File: config.mk
export PLATFORM = sky130hd
export DESIGN_NAME = bits_sum_decoder
export DESIGN_NICKNAME = d
export VERILOG_FILES = /design/src/rtl/bits_sum_decoder.sv
export SDC_FILE = /design/constraint.sdc
export NUM_CORES = 1
export LEC_CHECK = 0
export CORE_UTILIZATION = 36
export CTS_CLUSTER_SIZE = 16
export DETAILED_ROUTE_END_ITERATION = 10
export GPL_ROUTABILITY_DRIVEN = 0
export PLACE_DENSITY_LB_ADDON = 0.08
export SYNTH_ARGS = -nofsm -noshare
export SYNTH_HDL_FRONTEND = slang
export SYNTH_SLANG_ARGS = --single-unit
File: constraint.sdc
create_clock -name CLK -period 2.14 [get_ports CLK]
set_input_delay 0.321 -clock CLK [delete_from_list [all_inputs] [get_ports CLK]]
set_output_delay 0.321 -clock CLK [all_outputs]
set_load 0.1 [all_outputs]
File: src/rtl/bits_sum_decoder.sv
// Offset-code receiver: turns Z = A + B + OFFSET back into S = A + B, flags out-of-range codes,
// and queues {ERR, SUM} results in a small FIFO with valid/ready handshakes on both sides.
module bits_sum_decoder #(
  parameter int NBITS  = 4,
  parameter int OFFSET = 3,
  parameter int DEPTH  = 4,
  parameter int CNTW   = 8
) (
  input  logic             CLK,
  input  logic             RST_N,
  input  logic [NBITS-1:0] XIN,
  input  logic             IN_VALID,
  output logic             IN_READY,
  output logic [1:0]       SUM,
  output logic             ERR,
  output logic             OUT_VALID,
  input  logic             OUT_READY,
  output logic [CNTW-1:0]  WORD_COUNT,
  output logic [CNTW-1:0]  ERR_COUNT
);

  localparam int AW     = $clog2(DEPTH);
  localparam int HI_INT = OFFSET + 2;

  // Range limits carry one extra bit so OFFSET+2 never wraps inside the comparison.
  localparam logic [NBITS:0]  CODE_LO = OFFSET[NBITS:0];
  localparam logic [NBITS:0]  CODE_HI = HI_INT[NBITS:0];
  localparam logic [1:0]      OFS_LOW = OFFSET[1:0];
  localparam logic [AW:0]     DEPTH_C = DEPTH[AW:0];
  localparam logic [AW-1:0]   PTR_ONE = 1;
  localparam logic [AW:0]     CNT_ONE = 1;
  localparam logic [CNTW-1:0] CTR_ONE = 1;
  localparam logic [CNTW-1:0] CTR_MAX = '1;

  logic [2:0]      mem_q [DEPTH];
  logic [AW-1:0]   wr_ptr_q, wr_ptr_d;
  logic [AW-1:0]   rd_ptr_q, rd_ptr_d;
  logic [AW:0]     count_q, count_d;
  logic [CNTW-1:0] word_count_q, word_count_d;
  logic [CNTW-1:0] err_count_q, err_count_d;

  logic            full;
  logic            empty;
  logic            push;
  logic            pop;
  logic            legal;
  logic [NBITS:0]  xin_ext;
  logic [2:0]      entry;
  logic [2:0]      head;

  assign full     = (count_q == DEPTH_C);
  assign empty    = (count_q == '0);
  assign IN_READY = RST_N & ~full;
  assign push     = IN_VALID & IN_READY;
  assign pop      = ~empty & OUT_READY;

  // Only the low two bits of XIN - OFFSET survive into SUM, so subtract on those alone.
  always_comb begin
    xin_ext = {1'b0, XIN};
    legal   = (xin_ext >= CODE_LO) && (xin_ext <= CODE_HI);
    entry   = 3'b100;
    if (legal) begin
      entry = {1'b0, XIN[1:0] - OFS_LOW};
    end
  end

  always_comb begin
    wr_ptr_d     = wr_ptr_q;
    rd_ptr_d     = rd_ptr_q;
    count_d      = count_q;
    word_count_d = word_count_q;
    err_count_d  = err_count_q;
    if (push) begin
      wr_ptr_d     = wr_ptr_q + PTR_ONE;
      word_count_d = word_count_q + CTR_ONE;
      if (!legal && (err_count_q != CTR_MAX)) begin
        err_count_d = err_count_q + CTR_ONE;
      end
    end
    if (pop) begin
      rd_ptr_d = rd_ptr_q + PTR_ONE;
    end
    case ({push, pop})
      2'b10:   count_d = count_q + CNT_ONE;
      2'b01:   count_d = count_q - CNT_ONE;
      default: count_d = count_q;
    endcase
  end

  always_ff @(posedge CLK) begin
    if (!RST_N) begin
      wr_ptr_q     <= '0;
      rd_ptr_q     <= '0;
      count_q      <= '0;
      word_count_q <= '0;
      err_count_q  <= '0;
    end else begin
      wr_ptr_q     <= wr_ptr_d;
      rd_ptr_q     <= rd_ptr_d;
      count_q      <= count_d;
      word_count_q <= word_count_d;
      err_count_q  <= err_count_d;
    end
  end

  // Slot storage needs no reset: every output derived from it is masked while the FIFO is empty.
  for (genvar gi = 0; gi < DEPTH; gi++) begin : g_slot
    localparam logic [AW-1:0] SLOT = gi;
    always_ff @(posedge CLK) begin
      if (push && (wr_ptr_q == SLOT)) begin
        mem_q[gi] <= entry;
      end
    end
  end

  assign head       = mem_q[rd_ptr_q];
  assign OUT_VALID  = ~empty;
  assign SUM        = empty ? 2'b00 : head[1:0];
  assign ERR        = empty ? 1'b0 : head[2];
  assign WORD_COUNT = word_count_q;
  assign ERR_COUNT  = err_count_q;

endmodule
==> reports/qor.yml, run 1 <==
status:
  status: "finished clean"
power_and_ir_drop:
  power.leakage_uw: 0.000971
  p_total_uw: 2520
  p_per_area_nw_per_um2: 1060
  ir_worst_vdd_mv: 0.737
floorplan:
  die_x_microns: 72.5
  die_y_microns: 72.5
  ioPinCount: 29
  rows: 25
  initial_utilization: 0.376
  dieArea_sq_um: 5250
  core_sq_um: 4750
setup_path:
  path_max_fanout: 4
  startpoint_type: "flop"
  worst-setup-path-type: "reg -> reg"
  arrival_ns: 2.23
  end_kind: "flop"
  r2r-end: "count_q[2]"
  regToRegSetupSlack_ns: 0.12
  reg2reg_from: "count_q[0]"
  crit_required_ns: 2.35
  r2r_cells: 8
clock_network:
  cts_root_buf: "clkbuf_8"
  cts_tree: "yes"
  cts_hold_buf: 0
  cts_buffer_depth: 2
  htree_levels: 2
  clock_sinks: 37
  path_clk_slew_ns: 0.07
  numCtsBuffers: 5
  clock_latency_ns: 0.28
synthesis:
  synth_edf_count: 12
  ys_async_sr_fraction: 0
  synth_area_per_cell_sq_um: 10.8
  ys_types: 37
  syn_inst: 166
  ys_seq_elements: 37
  ys_warn_count: 0
  yosysSeqAreaShare: 0.481
  syn-num-nets: 185
  synth_flop_cell: "dfxtp_1"
  synth_area_sq_um: 1790
sta:
  tns_ns: 0
  hold_violations: 0
  worst_slew_pin_slew_ns: 0.381
  finalSetupViolCount: 0
  fin_crit_sh: 0.944
  fin_crit_ns: 2.02
  fin_skew_ns: 0.00537
  rsz0062_at_grt: "no"
  fmax_mhz: 495
  slew_headroom: 0.745
  slew_violations: 0
drt:
  drc_errors: 0
  drt_iter0_markers: 46
  num_vias: 1290
  wl_mm: 3.35
  via_per_inst: 4.64
  wire_per_inst_microns: 12.0
  antenna_left: 0
  dr.pass1.iters: 2
final_layout:
  stdcell_count: 278
  nets: 229
  antenna_cells: 0
  drive_gt1_frac: 0.275
  area_growth_pct: 32.5
flow_run:
  drv_cap: 0
global_route:
  grt_pass1_wl_mm: 5.53
  grt.overflow.total: 0
  grt_max_degree: 28
  grt_usage: 0.140
  grt_pass1_vias: 1256
  antenna_found_initial: 0
min_path:
  min_to: "ERR_COUNT[0]"
  hp-class: "reg -> reg"
  min_from: "ERR_COUNT[0]"
  whs_path_depth: 1
place:
  place_inst: 268
  numPortBuffers: 28
  hpwlAfterDp_mm: 2.56
[registers in the layout (all words and copies together), names as in the netlist, named ones only]
| name | count |
|---|---|
| rd_ptr_q | 2 |
| WORD_COUNT | 8 |
| ERR_COUNT | 8 |
| mem_q | 12 |
| count_q | 3 |
| wr_ptr_q | 2 |
[logic make-up (layout without fill, tap and decap cells)]
| family | after synthesis | count (layout) | synth area share |
|---|---|---|---|
| flops | 37 | 37 | 0.481 |
| fa+ha+maj | 11 | 11 | 0.0812 |
| compound gates | 6 | 6 | 0.0224 |
| buf+inv | 16 | 61 | 0.0364 |
| simple gates | 74 | 74 | 0.240 |
| xor+xnor | 8 | 8 | 0.0392 |
| mux | 14 | 14 | 0.0994 |
[how the worst max path moves through the flow]
| stage | startpoint | to | cells after the start |
|---|---|---|---|
| 2_1_floorplan | count_q[0] | count_q[2] | 9 |
| 3_3_place_gp | RST_N | count_q[2] | 10 |
| 3_5_place_dp | OUT_READY | count_q[2] | 8 |
| 4_1_cts | count_q[2] | count_q[2] | 9 |
| 5_1_grt | count_q[1] | count_q[2] | 9 |
| 6_report | count_q[0] | count_q[2] | 8 |
[metrics by stage]
step | hold WS, ns | cell area [sq um] | utilization | worst slack (ns)
after floorplan | 0.467 | 1800 | - | -0.0205
after global placement | 0.448 | 2220 | 0.467 | -0.0840
after detailed placement | 0.459 | 2220 | 0.467 | -0.239
after CTS | 0.473 | 2340 | 0.493 | 0.0479
after global routing | 0.493 | 2370 | 0.498 | 0.00699
final | 0.468 | 2370 | 0.498 | 0.121
[area by class of cell]
cell class,count,area (sq um)
Timing Repair Buffer,42,383
Multi-Input combinational cell,113,887
Tap cell,67,83.8
Sequential cell,37,867
Inverter,11,41.3
Clock buffer,6,72.6
Clock inverter,2,33.8
Fill cell,450,2390
[synth_stat cells, types with 3 or more instances]
cell | number | share of area
nand3_1 | 7 | 0.020
mux2i_1 | 11 | 0.062
inv_1 | 10 | 0.021
nand2_1 | 18 | 0.038
ha_1 | 10 | 0.070
o21ai_0 | 3 | 0.0084
dfxtp_1 | 25 | 0.28
nor2b_1 | 4 | 0.014
and3_1 | 6 | 0.021
and4_1 | 3 | 0.015
clkbuf_1 | 3 | 0.0063
edfxtp_1 | 12 | 0.20
nor2_1 | 3 | 0.0063
and2_1 | 15 | 0.052
mux4_2 | 3 | 0.038
xnor2_1 | 6 | 0.029
[critical path, stage by stage (launching register included)]
cell      delay [ns]
dfxtp_2         0.39
or3_1           0.14
and2_1          0.20
ha_4            0.15
inv_1           0.04
fa_1            0.36
xor2_1          0.16
or3_1           0.37
a21boi_2        0.13
[cell usage in the layout (no fill, tap or decap), types with 6 or more instances in the layout]
cell type and count:
mux2i_1 11, xnor2_1 6, nand3_1 7, ha_1 9
clkdlybuf4s50_1 7, nand2_1 18, dfxtp_1 20, and2_1 15
inv_1 10, edfxtp_1 12, and3_1 6, buf_4 31
[metal layers]
| metal | vias up | global-route usage | routed length, microns | share of wire |
|---|---|---|---|---|
| li1 | 657 | - | - | - |
| met1 | 605 | 0.156 | 1490 | 0.44 |
| met2 | 20 | 0.241 | 1650 | 0.49 |
| met3 | 8 | 0.0417 | 123 | 0.037 |
| met4 | 0 | 0.0719 | 80 | 0.024 |
| met5 | - | 0 | 0 | 0 |
[power breakdown]
part	internal (uW)	switching, uW	leakage (uW)	total (uW)
clock	344	231	0.0000528	575
combinational	408	665	0.000603	1070
sequential	802	71.8	0.000314	874
total	1550	968	0.000971	2520
[repair_timing]
item                       4_1_cts  5_1_grt
setup endpoints to repair        1        1
gates resized for setup          3        5
setup buffers                    1        1
pin swaps                        0        3
(Power assumes the default switching activity.)
==> run 2: changes to the inputs <==
Settings changed: SLEW_MARGIN set to 40.
==> results of run 2 <==
The final DEF is identical to that of run 1; final timing and power are the same.
==> run 3: changes to the inputs <==
Settings changed: CORE_ASPECT_RATIO set to 1.25.
==> run 3 against run 2 <==
Cell count decreased by 3.6%. Largest power group unchanged. Setup slack gained 0.019 ns. Count of clock-buffer cells in the layout grew 2. Via count decreased by 2.7%. Power down 5.5%. Critical path type unchanged. Global-route usage is 0.22 points higher. Fmax grew 0.97%. First-iteration DRC count fell by 43%. Non-clock buffer count down 3.
==> reports/qor.yml, run 3 (synthesized netlist as in run 1, its figures left out) <==
final_layout:
  largest_register_ffs: 12  # unchanged
  final_core_util: 0.482  # -0.0160
  final_common_cell: "buf_4"
  nFillCells: 472  # +4.9%
  layout_common_cells: "buf_4 (28), dfxtp_1 (20), nand2_1 (18)"
  nets: 226  # -1.3%
  area_growth_pct: 28.5
  drive_gt1_frac: 0.250  # -0.0249
  top_register: "mem_q"
  antenna_cells: 0  # unchanged
  regArea_sq_um: 870  # +0.29%
  multi_input_area_sq_um: 871  # -1.8%
place:
  hpwlAfterDp_mm: 2.61  # +2.0%
  numPortBuffers: 28  # unchanged
  place_ws_ns: -0.175  # +0.0635 ns
global_route:
  busiest_layer: "met2"
  grt.overflow.total: 0  # unchanged
  use_met2: 0.278  # +0.0372
  use_met3: 0.0253  # -0.0164
  grt_max_degree: 28  # unchanged
  grt_pass1_wl_mm: 5.59  # +1.0%
  antenna_found_initial: 0  # unchanged
  grt_pass1_vias: 1271  # +1.2%
  grt_usage: 0.142  # +0.00219
  grt_use_met1: 0.141  # -0.0153
floorplan:
  rows: 28  # +12%
  die_y_microns: 80.8  # +11%
  initial_utilization: 0.375  # -0.000790
  core_sq_um: 4760  # +0.21%
  ioPinCount: 29  # unchanged
  die_x_microns: 65.0  # -10%
  dieArea_sq_um: 5250  # about the same
sta:
  fin_crit_ns: 2.00  # -0.0194 ns
  hold_violations: 0  # unchanged
  slew_headroom: 0.725  # -0.0199
  slew_violations: 0  # unchanged
  worst_slack_ns: 0.140  # +0.0194 ns
  rsz0062_at_grt: "no"
  fin_skew_ns: 0.00946  # +0.00409 ns
  fmax_mhz: 500  # +0.97%
  worst_slew_pin_slew_ns: 0.411  # +0.0298 ns
  finalSetupViolCount: 0  # unchanged
  tns_ns: 0  # unchanged
  fin_crit_sh: 0.935  # -0.00907
power_and_ir_drop:
  p_total_uw: 2380  # -5.5%
  ir_worst_vdd_mv: 0.453  # -39%
  power.leakage_uw: 0.000943  # -2.8%
  p_per_area_nw_per_um2: 1040  # -2.6%
drt:
  wl_mm: 3.31  # -1.0%
  num_vias: 1255  # -2.7%
  wire_per_inst_microns: 12.4  # +2.6%
  via_per_inst: 4.68  # +0.92%
  antenna_left: 0  # unchanged
  dr.pass1.iters: 4  # +2
  drt_iter0_markers: 26  # -43%
  drc_errors: 0  # unchanged
setup_path:
  end_kind: "flop"
  crit_required_ns: 2.34  # about the same
  arrival_ns: 2.20  # -0.03 ns
  slowest_stage: "fa_1"
  startpoint_type: "flop"
  cp_cell_sequence: "nor3b_4 -> nor2_4 -> inv_2 -> ha_1 -> inv_1 -> fa_1 -> xor2_1 -> or3_1 -> a21boi_1"
  worst-setup-path-type: "reg -> reg"
  critPathBufInv: 2  # +1
  path_max_fanout: 4  # unchanged
  crit_family: "simple AND/OR/NAND/NOR gates"
  slowest_delay_ns: 0.36  # -0.03 ns
status:
  status: "finished clean"
flow_run:
  drv_cap: 0  # unchanged
clock_network:
  cts.repair.resized: 0  # -3
  cts_root_buf: "clkbuf_8"
  clock_sinks: 37  # unchanged
  path_clk_slew_ns: 0.07  # about the same
  cts_hold_buf: 0  # unchanged
  htree_levels: 2  # unchanged
  numCtsBuffers: 5  # unchanged
  cts_tree: "yes"
  cts_setup_buffers: 0  # -1
  cts_buffer_depth: 2  # unchanged
  clock_latency_ns: 0.28  # about the same
min_path:
  hp-class: "reg -> reg"
[run 3: cell types whose count changed in the layout (fill, tap and decap cells not counted), sizes merged]
cell,before,now
buf,35,32
clkinv,1,0
bufinv,1,0
clkbuf,6,8
[run 3: report_power, final]
group	internal (uW)	total, uW	switching, uW
combinational	385	1050	662
sequential	804	879	74.3
clock	231	457	226
total	1420	2380	962
[run 3: worst paths after layout]
check | from | end | slack [ns] | cells after the start
hold / removal | ERR_COUNT[0] | ERR_COUNT[0] | 0.47 | 1
hold reg to reg | ERR_COUNT[0] | ERR_COUNT[0] | 0.47 | 1
setup reg to reg | count_q[1] | count_q[2] | 0.14 | 9
setup / recovery | count_q[1] | count_q[2] | 0.14 | 9
[run 3: final cells by class]
| class | count | share of cell area |
|---|---|---|
| clock buffers | 8 | 0.0349 |
| inverters | 11 | 0.0180 |
| multi-input cells | 113 | 0.379 |
| flip-flops and latches | 37 | 0.379 |
| well taps | 60 | 0.0327 |
| repair buffers | 39 | 0.157 |
[run 3: per-layer routing]
layer,up-vias,part of all wire
li1,653,-
met4,0,0.016
met5,-,0
met3,5,0.027
met1,578,0.39
met2,19,0.56
[run 3: per-stage QoR]
| step | instances | hold slack (ns) | instance area (sq um) |
|---|---|---|---|
| 2_1_floorplan | 166 | 0.467 | 1800 |
| 3_3_place_gp | 260 | 0.444 | 2200 |
| 3_5_place_dp | 260 | 0.469 | 2200 |
| 4_1_cts | 268 | 0.481 | 2280 |
| 5_1_grt | 268 | 0.511 | 2300 |
| 6_report | 268 | 0.468 | 2300 |
